==> config.mk <==
export PLATFORM = sky130hd
export DESIGN_NAME = apb_mem_slave_flat
export DESIGN_NICKNAME = d
export VERILOG_FILES = /design/src/rtl/apb_mem_slave_if.sv /design/src/rtl/apb_mem_slave.sv /design/src/flat_wrapper.sv
export SDC_FILE = /design/constraint.sdc
export NUM_CORES = 1
export LEC_CHECK = 0
export CORE_ASPECT_RATIO = 0.6
export CORE_UTILIZATION = 38
export CTS_CLUSTER_SIZE = 10
export DETAILED_ROUTE_END_ITERATION = 16
export PLACE_DENSITY_LB_ADDON = 0.15
export REMOVE_ABC_BUFFERS = 1
export SLEW_MARGIN = 0
export SYNTH_ARGS = -nofsm -noshare
export SYNTH_HDL_FRONTEND = slang
export SYNTH_SLANG_ARGS = --single-unit
==> constraint.sdc <==
create_clock -name clk -period 1.8 [get_ports clk]
set_input_delay 0.18 -clock clk [delete_from_list [all_inputs] [get_ports clk]]
set_output_delay 0.18 -clock clk [all_outputs]
set_load 0.01 [all_outputs]
==> src/rtl/apb_mem_slave_if.sv <==
// APB-facing bus plus the strobe-less memory port of apb_mem_slave.
// The slave modport is the bridge side; master drives APB and models the memory.
interface apb_mem_slave_if #(
    parameter int unsigned ADDR_WIDTH = 32,
    parameter int unsigned DATA_WIDTH = 32,
    parameter int unsigned MEM_DEPTH  = 256
) ();
    localparam int unsigned STRB_SIZE = DATA_WIDTH / 8;
    localparam int unsigned IDX_W     = (MEM_DEPTH > 1) ? $clog2(MEM_DEPTH) : 1;

    logic                  sel;
    logic                  enable;
    logic                  write;
    logic [STRB_SIZE-1:0]  strobe;
    logic [ADDR_WIDTH-1:0] addr;
    logic [DATA_WIDTH-1:0] wdata;
    logic                  ready;
    logic                  slverr;
    logic [DATA_WIDTH-1:0] rdata;
    logic                  wr;
    logic [IDX_W-1:0]      address;
    logic [DATA_WIDTH-1:0] data_in;
    logic [DATA_WIDTH-1:0] data_out;

    modport slave (
        input  sel, enable, write, strobe, addr, wdata, data_out,
        output ready, slverr, rdata, wr, address, data_in
    );

    modport master (
        output sel, enable, write, strobe, addr, wdata, data_out,
        input  ready, slverr, rdata, wr, address, data_in
    );
endinterface

==> src/rtl/apb_mem_slave.sv <==
// APB slave for a strobe-less word memory: programmable wait states,
// read-modify-write for partial-strobe writes, PSLVERR on bad addresses.
module apb_mem_slave #(
    parameter int unsigned ADDR_WIDTH  = 32,
    parameter int unsigned DATA_WIDTH  = 32,
    parameter int unsigned STRB_SIZE   = DATA_WIDTH / 8,
    parameter int unsigned MEM_DEPTH   = 256,
    parameter int unsigned WAIT_STATES = 1
) (
    input  logic           clk,
    input  logic           rst_n,
    apb_mem_slave_if.slave io_apb
);
    localparam int unsigned IDX_W  = (MEM_DEPTH > 1) ? $clog2(MEM_DEPTH) : 1;
    localparam int unsigned WIDX_W = ADDR_WIDTH - 2;
    localparam int unsigned CNT_W  = 4;

    typedef enum logic [1:0] {
        S_IDLE,
        S_ACCESS,
        S_FETCH,
        S_RESP
    } state_t;

    state_t                r_state;
    state_t                w_state_nxt;
    logic [CNT_W-1:0]      r_cnt;
    logic [CNT_W-1:0]      w_cnt_nxt;
    logic                  r_write;
    logic                  r_err;
    logic [STRB_SIZE-1:0]  r_strb;
    logic [WIDX_W-1:0]     r_widx;
    logic [DATA_WIDTH-1:0] r_wdata;
    logic [DATA_WIDTH-1:0] r_rdata;

    logic                  w_setup;
    logic                  w_capture;
    logic                  w_err;
    logic                  w_wr;
    logic                  w_addr_vld;
    logic                  w_rdata_ld;
    logic [DATA_WIDTH-1:0] w_data_in;
    logic [DATA_WIDTH-1:0] w_merged;

    assign w_setup   = io_apb.sel && !io_apb.enable;
    assign w_capture = (r_state == S_IDLE) && w_setup;
    assign w_err     = (io_apb.addr[1:0] != 2'b00) ||
                       (io_apb.addr[ADDR_WIDTH-1:2] >= WIDX_W'(MEM_DEPTH));

    // Byte merge of captured write data over the word fetched from memory.
    always_comb begin
        w_merged = io_apb.data_out;
        for (int b = 0; b < int'(STRB_SIZE); b++) begin
            if (r_strb[b]) begin
                w_merged[b*8 +: 8] = r_wdata[b*8 +: 8];
            end
        end
    end

    always_ff @(posedge clk or negedge rst_n) begin
        if (!rst_n) begin
            r_state <= S_IDLE;
            r_cnt   <= '0;
        end else begin
            r_state <= w_state_nxt;
            r_cnt   <= w_cnt_nxt;
        end
    end

    // Next state plus the combinational memory-port strobes.
    always_comb begin
        w_state_nxt = r_state;
        w_cnt_nxt   = r_cnt;
        w_wr        = 1'b0;
        w_data_in   = '0;
        w_addr_vld  = 1'b0;
        w_rdata_ld  = 1'b0;
        case (r_state)
            S_IDLE: begin
                if (w_setup) begin
                    w_state_nxt = S_ACCESS;
                    w_cnt_nxt   = CNT_W'(WAIT_STATES);
                end
            end
            S_ACCESS: begin
                w_addr_vld = 1'b1;
                if (!io_apb.sel) begin
                    w_state_nxt = S_IDLE;
                end else if (r_cnt != '0) begin
                    w_cnt_nxt = r_cnt - CNT_W'(1);
                end else if (r_err) begin
                    w_state_nxt = S_RESP;
                end else if (r_write && (&r_strb)) begin
                    w_wr        = 1'b1;
                    w_data_in   = r_wdata;
                    w_state_nxt = S_RESP;
                end else if (r_write && (r_strb == '0)) begin
                    w_state_nxt = S_RESP;
                end else begin
                    w_state_nxt = S_FETCH;
                end
            end
            S_FETCH: begin
                w_addr_vld = 1'b1;
                if (!io_apb.sel) begin
                    w_state_nxt = S_IDLE;
                end else begin
                    if (r_write) begin
                        w_wr      = 1'b1;
                        w_data_in = w_merged;
                    end else begin
                        w_rdata_ld = 1'b1;
                    end
                    w_state_nxt = S_RESP;
                end
            end
            S_RESP: begin
                w_state_nxt = S_IDLE;
            end
            default: begin
                w_state_nxt = S_IDLE;
            end
        endcase
    end

    // Transfer attributes are sampled only when a setup phase is seen in IDLE.
    always_ff @(posedge clk or negedge rst_n) begin
        if (!rst_n) begin
            r_write <= 1'b0;
            r_err   <= 1'b0;
            r_strb  <= '0;
            r_widx  <= '0;
            r_wdata <= '0;
        end else if (w_capture) begin
            r_write <= io_apb.write;
            r_err   <= w_err;
            r_strb  <= io_apb.strobe;
            r_widx  <= io_apb.addr[ADDR_WIDTH-1:2];
            r_wdata <= io_apb.wdata;
        end
    end

    always_ff @(posedge clk or negedge rst_n) begin
        if (!rst_n) begin
            r_rdata <= '0;
        end else if (w_rdata_ld) begin
            r_rdata <= io_apb.data_out;
        end
    end

    assign io_apb.ready   = (r_state == S_RESP);
    assign io_apb.slverr  = (r_state == S_RESP) && r_err;
    // An errored read shows zero for its response only; the last good read is kept.
    assign io_apb.rdata   = ((r_state == S_RESP) && r_err && !r_write) ? '0 : r_rdata;
    assign io_apb.wr      = w_wr;
    assign io_apb.address = w_addr_vld ? r_widx[IDX_W-1:0] : '0;
    assign io_apb.data_in = w_data_in;

endmodule

==> src/flat_wrapper.sv <==
// flat-port wrapper written by rule: the top's interface ports become plain ports
module apb_mem_slave_flat 
#(
    parameter int unsigned ADDR_WIDTH  = 32,
    parameter int unsigned DATA_WIDTH  = 32,
    parameter int unsigned STRB_SIZE   = DATA_WIDTH / 8,
    parameter int unsigned MEM_DEPTH   = 256,
    parameter int unsigned WAIT_STATES = 1
)
  (clk, rst_n, io_apb_sel, io_apb_enable, io_apb_write, io_apb_strobe, io_apb_addr, io_apb_wdata, io_apb_data_out, io_apb_ready, io_apb_slverr, io_apb_rdata, io_apb_wr, io_apb_address, io_apb_data_in);
  apb_mem_slave_if #(.ADDR_WIDTH(ADDR_WIDTH), .DATA_WIDTH(DATA_WIDTH), .MEM_DEPTH(MEM_DEPTH)) io_apb_i ();
  input  logic clk;
  input  logic rst_n;
  input wire logic [$bits(io_apb_i.sel)-1:0] io_apb_sel;
  input wire logic [$bits(io_apb_i.enable)-1:0] io_apb_enable;
  input wire logic [$bits(io_apb_i.write)-1:0] io_apb_write;
  input wire logic [$bits(io_apb_i.strobe)-1:0] io_apb_strobe;
  input wire logic [$bits(io_apb_i.addr)-1:0] io_apb_addr;
  input wire logic [$bits(io_apb_i.wdata)-1:0] io_apb_wdata;
  input wire logic [$bits(io_apb_i.data_out)-1:0] io_apb_data_out;
  output wire logic [$bits(io_apb_i.ready)-1:0] io_apb_ready;
  output wire logic [$bits(io_apb_i.slverr)-1:0] io_apb_slverr;
  output wire logic [$bits(io_apb_i.rdata)-1:0] io_apb_rdata;
  output wire logic [$bits(io_apb_i.wr)-1:0] io_apb_wr;
  output wire logic [$bits(io_apb_i.address)-1:0] io_apb_address;
  output wire logic [$bits(io_apb_i.data_in)-1:0] io_apb_data_in;
  assign io_apb_i.sel = io_apb_sel;
  assign io_apb_i.enable = io_apb_enable;
  assign io_apb_i.write = io_apb_write;
  assign io_apb_i.strobe = io_apb_strobe;
  assign io_apb_i.addr = io_apb_addr;
  assign io_apb_i.wdata = io_apb_wdata;
  assign io_apb_i.data_out = io_apb_data_out;
  assign io_apb_ready = io_apb_i.ready;
  assign io_apb_slverr = io_apb_i.slverr;
  assign io_apb_rdata = io_apb_i.rdata;
  assign io_apb_wr = io_apb_i.wr;
  assign io_apb_address = io_apb_i.address;
  assign io_apb_data_in = io_apb_i.data_in;
  apb_mem_slave #(.ADDR_WIDTH(ADDR_WIDTH), .DATA_WIDTH(DATA_WIDTH), .STRB_SIZE(STRB_SIZE), .MEM_DEPTH(MEM_DEPTH), .WAIT_STATES(WAIT_STATES)) u_core (.clk(clk), .rst_n(rst_n), .io_apb(io_apb_i));
endmodule
Word level (Yosys, flattened, before mapping)
Cells that the tools add are included.
{"block": "totals", "input_bits": 105, "out_inout_bits": 75, "wordCells": 71, "ff_bits": 84}
{"block": "op_classes", "muxes": 36, "add_sub_neg": 1, "n_reduce_logical": 18, "order_cmp": 1, "eq_ne": 7}
{"op": "$mux W32", "n": 7}
{"op": "$pmux W32 S2", "n": 1}
{"op": "$mux W8", "n": 5}
{"op": "$ge A30 B9 Y1 const B", "n": 1}
{"op": "$mux W2", "n": 6}
{"op": "$mux W4", "n": 3}
{"op": "$mux W1", "n": 11}
{"op": "$pmux W2 S4", "n": 1}
{"op": "$pmux W4 S2", "n": 1}
{"op": "$reduce_and A4 Y1", "n": 2}
{"op": "$logic_and A1 B1 Y1", "n": 6}
{"op": "$eq A2 B2 Y1 const B", "n": 2}
{"op": "$logic_not A4 Y1", "n": 1}
{"op": "$ne A2 B1 Y1 const B", "n": 2}
{"op": "$reduce_bool A2 Y1", "n": 2}
{"op": "$reduce_bool A4 Y1", "n": 1}
{"op": "$sub A4 B1 Y4 const B", "n": 1}
{"op": "$ne A3 B3 Y1 const B", "n": 1}
{"op": "$eq A2 B1 Y1 const B", "n": 1}
{"op": "$logic_not A1 Y1", "n": 2}
{"op": "$logic_not A2 Y1", "n": 1}
{"op": "$ne A2 B2 Y1 const B", "n": 1}
{"op": "$pmux W1 S2", "n": 1}
{"op": "$reduce_and A2 Y1", "n": 1}
{"op": "other kinds (2)", "n": 2}

Longest topological paths before layout
Gate-level depths: netlist of run 1.
{"block": "depth", "ltp_word": 8, "ltp_mapped": 8, "mapped_depth_nobuf": 6}

Least setup slack after synthesis of run 1
OpenSTA, ideal clock, no wires.
{"block": "synth_path", "kind": "register to output", "start": "register u_core.r_cnt[0]", "end": "output io_apb_data_in[28]", "path_buffers": 0, "slack_ns": 0.048, "stages_incl_launch_ff": 7, "t_required_ns": 1.620, "arrival_time_ns": 1.572, "path_cell_list": "dfrtp_1 -> inv_1 -> ha_1 -> nor4b_4 -> a32oi_1 -> nor2_2 -> a22o_1"}
{"block": "synth_via", "elab_chain_len": 4}
{"item": "start: declaration", "line": "apb_mem_slave.sv:27", "rtl": "logic [CNT_W-1:0] r_cnt;"}
{"item": "start signal: assignment", "line": "apb_mem_slave.sv:66", "rtl": "r_cnt <= w_cnt_nxt;"}
{"item": "$reduce_bool A4 Y1", "line": "apb_mem_slave.sv:89", "rtl": "end else if (r_cnt != '0) begin"}
{"item": "$mux W32", "line": "apb_mem_slave.sv:89"}
{"item": "$mux W32", "line": "apb_mem_slave.sv:87", "rtl": "if (!io_apb.sel) begin"}
{"item": "$pmux W32 S2", "line": "apb_mem_slave.sv:78", "rtl": "case (r_state)"}
{"item": "end: declaration", "line": "flat_wrapper.sv:26", "rtl": "output wire logic [$bits(io_apb_i.data_in)-1:0] io_apb_data_in;"}
Every way passes these cells.

Worst setup path in the final report of run 1
{"block": "layout_path", "start": "register u_core.r_cnt[1]", "end": "output io_apb_data_in[30]"}
The elaborated chain is that of the path after synthesis.

==> results of run 1 <==
==> sequential cells by signal (all words and copies together), names as in the netlist <==
register        cells
u_core.r_strb       4
u_core.r_cnt        4
u_core.r_err        1
u_core.r_state      2
u_core.r_widx       8
u_core.r_rdata     32
u_core.r_write      1
u_core.r_wdata     32
==> layout by cell type, fill, tap and decap left out, drive strengths merged, types with 3 or more instances in the layout <==
| cell | count |
|---|---|
| dfrtp | 84 |
| mux2 | 77 |
| inv | 7 |
| nand2b | 3 |
| clkdlybuf4s50 | 103 |
| a22o | 33 |
| nand3b | 4 |
| a21oi | 4 |
| mux2i | 3 |
| and2 | 41 |
| nor2 | 13 |
| nand4 | 3 |
| ha | 5 |
| nor4 | 7 |
| buf | 141 |
| o21ai | 5 |
| nand2 | 7 |
| clkbuf | 20 |
| a32oi | 4 |
==> power groups by stage <==
stage,clock network [mW],registers (mW),logic (mW)
floorplan,0,3.22,2.29
global placement,0,3.28,4.53
detailed placement,0,3.34,4.63
CTS,1.78,3.34,5.04
global route,1.88,3.50,6.08
finish,1.73,3.38,5.68
==> repair_timing <==
item                                    4_1_cts  5_1_grt
gates cloned                                  3        1
gates resized for setup                     358       67
endpoints found under the setup margin       78       79
pin swaps                                    54       32
setup buffers                                22       10
hold endpoints to repair                     46        0
hold buffers                                  1        0
==> per-layer routing <==
metal  vias to the layer above  global-route usage  wire (microns)
met5                         -                   0               0
met4                         0              0.0756             205
met3                        19              0.0855            1130
met2                       148               0.373            6060
met1                      1836               0.292            5710
li1                       1711                   -               -
==> cell type report <==
class,instances,area share
well taps,139,0.0241
inverters,7,0.00364
flip-flops and latches,84,0.291
clock inverters,3,0.00294
repair buffers,253,0.343
multi-input cells,224,0.299
clock buffers,13,0.0360
==> synth_stat cells (2+ instances only) <==
cell type	number	share of area
dfrtp_1	84	0.51
mux2_2	77	0.21
and2_1	41	0.062
a22o_1	27	0.057
buf_2	11	0.013
nor2_1	9	0.0082
inv_1	7	0.0064
nand2_1	7	0.0064
nor4_1	7	0.011
a22o_2	6	0.015
clkbuf_1	5	0.0045
ha_1	5	0.015
o21ai_0	5	0.0061
a21oi_1	4	0.0048
a32oi_1	4	0.0085
nand3b_1	4	0.0073
nor2_2	4	0.0061
mux2i_1	3	0.0073
nand2b_1	3	0.0045
nand4_1	3	0.0045
nand3_1	2	0.0024
nor3_1	2	0.0024
==> stage by stage <==
| step | setup slack [ns] | hold slack [ns] | util |
|---|---|---|---|
| 2_1_floorplan | -0.466 | -0.116 | - |
| 3_3_place_gp | -0.474 | 0.259 | 0.613 |
| 3_5_place_dp | -0.511 | 0.261 | 0.613 |
| 4_1_cts | -0.514 | 0.435 | 0.663 |
| 5_1_grt | -0.570 | 0.447 | 0.684 |
| 6_report | -0.492 | 0.419 | 0.684 |
==> logic make-up after synthesis <==
kind of cell | after synthesis | share of synthesized area
simple gates | 86 | 0.126
flops | 84 | 0.509
mux | 80 | 0.217
compound gates | 53 | 0.106
buf+inv | 24 | 0.0270
fa+ha+maj | 5 | 0.0151
==> worst max path at each step <==
stage / from / endpoint / slack (ns) / depth (start not counted)
after floorplan: u_core.r_state[0]$_DFFE_PN0P_ / u_core.r_strb[0]$_DFFE_PN0P_ / -0.47 / 4
after global placement: u_core.r_cnt[1]$_DFFE_PN0P_ / io_apb_data_in[1] / -0.47 / 8
after detailed placement: u_core.r_cnt[1]$_DFFE_PN0P_ / io_apb_data_in[5] / -0.51 / 8
after CTS: u_core.r_cnt[1]$_DFFE_PN0P_ / io_apb_data_in[3] / -0.51 / 10
after global routing: u_core.r_cnt[1]$_DFFE_PN0P_ / io_apb_data_in[30] / -0.57 / 9
final: u_core.r_cnt[1]$_DFFE_PN0P_ / io_apb_data_in[30] / -0.49 / 9
==> flow_summary.json, run 1 <==
{
  "drc_errors": 0,
  "relSlewSlack": 0.558,
  "ys_ff_latch": 84,
  "vias_per_cell": 5.14,
  "antenna_found_initial": 0,
  "place_congestion": 0.823,
  "combPwrFrac": 0.526,
  "async_reset_ff_frac": 1.00,
  "seq_area_sq_mm": 0.00210,
  "hold_class": "primary input to async pin",
  "h-tree-depth": 3,
  "start_kind": "flop",
  "clk_path_buf_depth": 2,
  "p_sw_frac": 0.319,
  "slew_viol_final": 0,
  "dieWidth_microns": 137,
  "setup_viol": 65,
  "p_total_mw": 10.8,
  "instances_no_fill": 723,
  "cp_max_fo": 6,
  "fin_area_sq_mm": 0.00722,
  "rows": 29,
  "status": "finished, violations left",
  "fillCellCount": 783,
  "n_antenna_cell": 0,
  "cts_tree": "yes",
  "yosysSeqAreaShare": 0.509,
  "cellPowerDensity_mw_per_mm2": 1490,
  "cts-root-buf": "clkbuf_16",
  "crit_type": "flop to output pin",
  "port_buffers": 179,
  "r2r_slack_ns": 0.03,
  "clk_pin_slew_ns": 0.06,
  "r2r-end": "u_core.r_state[0]$_DFFE_PN0P_",
  "synthDistinctLibCells": 34,
  "firstDrtPassIters": 4,
  "drt_iter0_markers": 107,
  "synthFlopType": "dfrtp_1",
  "violations": "negative setup slack",
  "grt_pass1_wl_microns": 19300,
  "hold_viol": 0,
  "post-route-period-util": 1.27,
  "dieHeight_microns": 82.8,
  "reg2regPathDepth": 11,
  "grt_max_degree": 50,
  "cpPeakStageDelay_ns": 0.39,
  "grt_pass1_vias": 3619,
  "cts_buffers": 9,
  "seqPwrFrac": 0.313,
  "grt.total_usage": 0.232,
  "worstMarginPinSlew_ns": 0.663,
  "synth_edf_count": 0,
  "ir_worst_vdd_mv": 0.824,
  "r2r_start": "u_core.r_cnt[1]$_DFFE_PN0P_",
  "clock_latency_ns": 0.34,
  "grt_overflow": 0,
  "cp.buffers_inverters": 4,
  "p_int_mw": 7.35,
  "antenna_left": 0,
  "clock_skew_ns": 0.00680,
  "layout-drive-gt1-share": 0.524,
  "critPathMostFrequentCell": "buf_4",
  "vias": 3714,
  "critPathTopFamily": "buffers and inverters",
  "power.switching_mw": 3.45,
  "syn_area_sq_mm": 0.00413,
  "dieArea_sq_mm": 0.0113,
  "power_leakage_nw": 3.32,
  "wl_per_cell_microns": 18.1,
  "start_util": 0.391,
  "arrival_ns": 2.11,
  "period_needed_ns": 2.29,
  "maxCapViolCount": 0,
  "clkPwrFrac": 0.160,
  "syn_avg_cell_area_sq_um": 12.4,
  "timing.fmax_mhz": 436,
  "setup_tns_ns": -19.53,
  "multi_input_area_sq_mm": 0.00216,
  "rsz0062_at_grt": "yes",
  "finalWirelength_microns": 13100,
  "io_pins": 180,
  "synth_cells": 332,
  "setup_ws_ns": -0.492,
  "worstPathCellList": "inv_2 > ha_4 > nor4b_4 > buf_4 > a32oi_2 > nor2_4 > buf_4 > a22o_2 > buf_2",
  "place_area_sq_mm": 0.00647,
  "yosysWarnings": 0,
  "end_kind": "output pin",
  "cts_sinks": 84,
  "syn_to_final_growth_pct": 74.9,
  "dp_cells": 678,
  "coreArea_sq_mm": 0.0106,
  "dpl.hpwl_microns": 8740,
  "cp.required_ns": 1.62,
  "slowest_stage": "dfrtp_1",
  "finish.net_count": 689
}
Power figures use the tool's default switching activity.
==> run 2, diff against run 1 <==
- REMOVE_ABC_BUFFERS: 1 -> not set
==> run 2 against run 1 <==
  * The run still ends with negative setup slack left
  * Combinational power shrank 4.2%
  * Total power shrank 0.22%
  * Worst setup slack gained 0.0097 ns
  * Wire length shrank 0.97%
  * Critical path depth is the same
  * Clock skew shrank 0.0018 ns
  * Maximum frequency grew 0.42%
  * Flip-flop and latch count is the same
  * Clock power grew 12%
  * Via count shrank 1.9%
  * Critical path type unchanged
  * Largest cell class unchanged
==> flow_summary.json, run 2 (synthesized netlist as in run 1, its figures left out) <==
{
  "ir_worst_vdd_mv": 0.795,
  "grt_pass1_wl_microns": 19600,
  "grt_max_degree": 85,
  "clk_pin_slew_ns": 0.07,
  "coreArea_sq_mm": 0.0106,
  "clock_latency_ns": 0.34,
  "relSlewSlack": 0.680,
  "dieHeight_microns": 82.8,
  "crit_type": "flop to output pin",
  "port_buffers": 179,
  "rows": 29,
  "hold_viol": 0,
  "rsz0062_at_grt": "yes",
  "met3_usage": 0.0812,
  "io_pins": 180,
  "arrival_ns": 2.10,
  "violations": "negative setup slack",
  "power_leakage_nw": 3.25,
  "layout-drive-gt1-share": 0.515,
  "setup_viol": 65,
  "clk_path_buf_depth": 2,
  "vias": 3643,
  "period_needed_ns": 2.28,
  "r2r_slack_ns": 0.08,
  "grt_pass1_vias": 3689,
  "use_met1": 0.312,
  "p_int_mw": 7.32,
  "grt.total_usage": 0.233,
  "clkPwrFrac": 0.180,
  "dieWidth_microns": 137,
  "worstMarginPinSlew_ns": 0.480,
  "maxCapViolCount": 0,
  "firstDrtPassIters": 4,
  "busiest_layer": "met2",
  "setup_ws_ns": -0.482,
  "cts_buffers": 9,
  "cellPowerDensity_mw_per_mm2": 1520,
  "dpl.hpwl_microns": 8840,
  "drc_errors": 0,
  "reg.largest.list": "u_core.r_rdata (32), u_core.r_wdata (32), u_core.r_widx (8)",
  "cp.required_ns": 1.62,
  "vias_per_cell": 5.10,
  "slew_viol_final": 0,
  "synth_nets": 442,
  "dieArea_sq_mm": 0.0113,
  "grt_overflow": 0,
  "p_total_mw": 10.8,
  "power.switching_mw": 3.45,
  "start_kind": "flop",
  "clock_skew_ns": 0.00501,
  "antenna_left": 0,
  "end_kind": "output pin",
  "whs_ns": 0.416,
  "finish.net_count": 680,
  "cts_sinks": 84,
  "final_common_cell": "clkdlybuf4s50_1",
  "n_antenna_cell": 0,
  "seqPwrFrac": 0.315,
  "wl_per_cell_microns": 18.2,
  "grt.met2_usage": 0.360,
  "post-route-period-util": 1.27,
  "start_util": 0.391,
  "syn_to_final_growth_pct": 71.8,
  "h-tree-depth": 3,
  "place_congestion": 0.868,
  "drt_iter0_markers": 148,
  "cts_tree": "yes",
  "timing.fmax_mhz": 438,
  "cts-root-buf": "clkbuf_16",
  "cp_max_fo": 8,
  "final_cell_mix": "103 x clkdlybuf4s50_1, 84 x dfrtp_1, 77 x mux2_2, 53 x buf_6, 41 x buf_4",
  "antenna_found_initial": 0,
  "status": "finished, violations left",
  "p_sw_frac": 0.320,
  "hold_class": "primary input to async pin",
  "combPwrFrac": 0.505,
  "finalWirelength_microns": 13000
}
[run 2: timing repair]
item                                    CTS  global route
cloned                                    3             0
pin swaps                                49            35
hold buffers                              1             0
endpoints found under the setup margin   97           110
resized for setup                       354            73
endpoints found under the hold margin    84             0
buffers inserted                         19            11
[run 2: final timing paths]
check                                         startpoint                              to  cells past startpoint
setup / recovery             u_core.r_cnt[1]$_DFFE_PN0P_              io_apb_data_in[29]                      9
max in group asynchronous                          rst_n  u_core.r_rdata[30]$_DFFE_PN0P_                      3
min in group clk                        io_apb_wdata[13]  u_core.r_wdata[13]$_DFFE_PN0P_                      2
setup reg to reg           u_core.r_state[0]$_DFFE_PN0P_   u_core.r_state[0]$_DFFE_PN0P_                      8
hold / removal                                     rst_n   u_core.r_wdata[3]$_DFFE_PN0P_                      3
hold reg to reg             u_core.r_widx[2]$_DFFE_PN0P_    u_core.r_widx[2]$_DFFE_PN0P_                      1
[run 2: power by group through the flow]
stage               Sequential [mW]  Clock (mW)  Combinational, mW
finish                         3.40        1.94               5.44
global route                   3.50        2.04               5.84
CTS                            3.34        1.96               4.93
detailed placement             3.34           0               4.57
global placement               3.30           0               4.48
floorplan                      3.22           0               2.33
[run 2: critical path: stages (launching register included)]
cell and delay, ns:
dfrtp_1 0.40, inv_2 0.09, ha_4 0.13, nor4b_4 0.17, buf_4 0.16, buf_4 0.10
a32oi_2 0.10, nor2_4 0.29, a22o_1 0.19, buf_2 0.12
[run 2: metal layers]
layer	wire (microns)	part of all wire
met1	6100	0.47
met2	5740	0.44
met3	1030	0.079
met4	99	0.0076
met5	0	0
[run 2: final cells by class]
class / instances / area [sq um]
clock inverters: 5 / 58.8
well taps: 139 / 174
fillers: 798 / 3460
inverters: 7 / 26.3
multi-input cells: 224 / 2160
flip-flops and latches: 84 / 2100
clock buffers: 11 / 253
repair buffers: 244 / 2320
[run 2: metrics by stage]
step	worst slack [ns]	util	instance area, sq um	setup TNS [ns]	instances
after floorplan	0.0480	-	4130	0	332
after global placement	-0.469	0.607	6410	-27.81	676
after detailed placement	-0.528	0.607	6410	-28.46	676
after CTS	-0.462	0.660	6970	-21.68	714
after global routing	-0.575	0.672	7100	-23.49	714
final	-0.482	0.672	7100	-18.30	714
==> run 3, diff against run 2 <==
- ABC_AREA: not set -> 1
- CORE_UTILIZATION: 38 -> 41
- REMOVE_ABC_BUFFERS: not set -> 1
==> run 3 against run 2 <==
  * The run still ends with negative setup slack left
  * Flip-flop and latch count is the same
  * Total power grew 14%
  * Final cell count grew 59%
  * Critical path type unchanged
  * Highest routed layer unchanged
==> flow_summary.json, run 3 <==
{
  "status": "finished, violations left",
  "violations": "negative setup slack",
  "slew_viol_final": 0,
  "power_leakage_nw": 3.98,
  "grt_overflow": 0,
  "setup_ws_ns": -0.312,
  "cts-root-buf": "clkbuf_16",
  "firstDrtPassIters": 5,
  "reg.largest.list": "u_core.r_rdata (32), u_core.r_wdata (32), u_core.r_widx (8)",
  "dieArea_sq_mm": 0.0125,
  "worstMarginPinSlew_ns": 0.403,
  "dpl.hpwl_microns": 11300,
  "clk_path_buf_depth": 2,
  "cts_sinks": 84,
  "yosysWarnings": 0,
  "synth_edf_count": 0,
  "synth_top_area_frac": 0.427,
  "arrival_ns": 1.93,
  "cp-startpoint": "u_core.r_state[0]$_DFFE_PN0P_",
  "dieHeight_microns": 86.9,
  "cts_buffers": 9,
  "clock_latency_ns": 0.34,
  "p_total_mw": 12.3,
  "n_antenna_cell": 0,
  "cts_tree": "yes",
  "async_reset_ff_frac": 1.00,
  "synthTopCellsByCount": "197 x nand2_1, 123 x inv_1, 91 x o21ai_0, 89 x nor2_1, 84 x dfrtp_1",
  "syn_to_final_growth_pct": 67.0,
  "place_congestion": 0.859,
  "rows": 30,
  "hold_viol": 0,
  "start_kind": "flop",
  "vias": 5807,
  "cp-endpoint": "io_apb_data_in[16]",
  "synthDistinctLibCells": 21,
  "clock_skew_ns": 0.00494,
  "synth.most_common_cell": "nand2_1",
  "final_common_cell": "nand2_1",
  "cp_max_fo": 12,
  "final_cell_mix": "172 x nand2_1, 111 x inv_1, 103 x clkdlybuf4s50_1, 89 x o21ai_0, 83 x dfrtp_1",
  "cellPowerDensity_mw_per_mm2": 1500,
  "r2r_slack_ns": 0.05,
  "r2r-end": "u_core.r_strb[0]$_DFFE_PN0P_",
  "setup_viol": 74,
  "antenna_found_initial": 0,
  "relSlewSlack": 0.731,
  "drt_iter0_markers": 451,
  "layout-drive-gt1-share": 0.294,
  "syn_area_sq_mm": 0.00493,
  "hold_class": "primary input to async pin",
  "grt_pass1_vias": 5745,
  "start_util": 0.429,
  "r2r_start": "u_core.r_state[0]$_DFFE_PN0P_",
  "grt_max_degree": 40,
  "drc_errors": 0,
  "grt.total_usage": 0.298,
  "fin_area_sq_mm": 0.00823,
  "io_pins": 180,
  "port_buffers": 179,
  "rsz0062_at_grt": "yes",
  "grt_pass1_wl_microns": 28400,
  "end_kind": "output pin",
  "ys_ff_latch": 84,
  "place_area_sq_mm": 0.00715,
  "synth_cells": 732,
  "h-tree-depth": 3,
  "post-route-period-util": 1.17,
  "cp.required_ns": 1.62,
  "coreArea_sq_mm": 0.0115,
  "maxCapViolCount": 0,
  "finalWirelength_microns": 18300,
  "dieWidth_microns": 144,
  "syn_avg_cell_area_sq_um": 6.73,
  "reg2regPathDepth": 9,
  "vias_per_cell": 5.12,
  "timing.fmax_mhz": 473,
  "finish.net_count": 1081,
  "crit_type": "flop to output pin",
  "synth_area_leader_cell": "dfrtp_1",
  "synth_area_leaders": "dfrtp_1 43%, nand2_1 15%, inv_1 9.4%",
  "wl_per_cell_microns": 16.1,
  "synthFlopType": "dfrtp_1",
  "period_needed_ns": 2.11,
  "ir_worst_vdd_mv": 0.841,
  "yosysSeqAreaShare": 0.427,
  "clk_pin_slew_ns": 0.06,
  "antenna_left": 0
}
[run 3: per-stage QoR]
step / setup TNS [ns] / cells / hold WS, ns / util / setup slack (ns)
6_report: -18.57 / 1135 / 0.304 / 0.716 / -0.312
5_1_grt: -24.25 / 1135 / 0.334 / 0.716 / -0.411
4_1_cts: -8.17 / 1121 / 0.314 / 0.689 / -0.248
3_5_place_dp: -23.94 / 1071 / 0.133 / 0.622 / -0.422
3_3_place_gp: -20.23 / 1071 / 0.134 / 0.622 / -0.373
2_1_floorplan: -13.90 / 687 / -0.116 / - / -0.257
[run 3: cell type report]
| type | instances | area, sq um |
|---|---|---|
| Multi-Input combinational cell | 478 | 2560 |
| Sequential cell | 84 | 2100 |
| Timing Repair Buffer | 272 | 2570 |
| Fill cell | 893 | 3260 |
| Inverter | 126 | 480 |
| Clock inverter | 5 | 77.6 |
| Clock buffer | 10 | 229 |
| Tap cell | 160 | 200 |
[run 3: metal layers]
metal | routed length, microns | track usage | part of all wire
met2 | 8390 | 0.490 | 0.46
met5 | 0 | 0 | 0
met1 | 7840 | 0.385 | 0.43
met4 | 416 | 0.116 | 0.023
met3 | 1610 | 0.0671 | 0.088
[run 3: timing repair]
action	in CTS	in global routing
pin swaps	33	15
resized for setup	397	70
gates cloned	7	1
buffers inserted	30	15
endpoints found under the setup margin	74	80
hold endpoints to repair	26	0
hold buffers	1	0
[run 3: critical path: stages (launching register included)]
cell,delay (ns)
dfrtp_1,0.41
inv_2,0.08
buf_4,0.14
buf_4,0.13
ha_4,0.28
inv_2,0.07
buf_6,0.17
a21oi_2,0.14
buf_2,0.15
[run 3: power by group]
group          switching (mW)  internal [mW]
combinational            3.74           3.22
sequential              0.560           2.80
clock                   0.774           1.20
total                    5.08           7.23
[run 3: cell families after synthesis]
family,Yosys count,share of synthesized area
adders and majority gates,5,0.0127
and+or+nand+nor,331,0.275
DFF,84,0.427
xor gates and xnor gates,1,0.00178
AOI/OAI and AO/OA,140,0.144
buffers and inverters,171,0.140
[run 3: worst min-delay path by stage]
stage,slack (ns),to,depth (start not counted),from
after floorplan,-0.12,u_core.r_cnt[0]$_DFFE_PN0P_,0,rst_n
after global placement,0.13,u_core.r_widx[1]$_DFFE_PN0P_,1,rst_n
after detailed placement,0.13,u_core.r_widx[1]$_DFFE_PN0P_,1,rst_n
after CTS,0.31,u_core.r_widx[1]$_DFFE_PN0P_,2,rst_n
after global routing,0.33,u_core.r_widx[1]$_DFFE_PN0P_,2,rst_n
final,0.30,u_core.r_widx[1]$_DFFE_PN0P_,2,rst_n
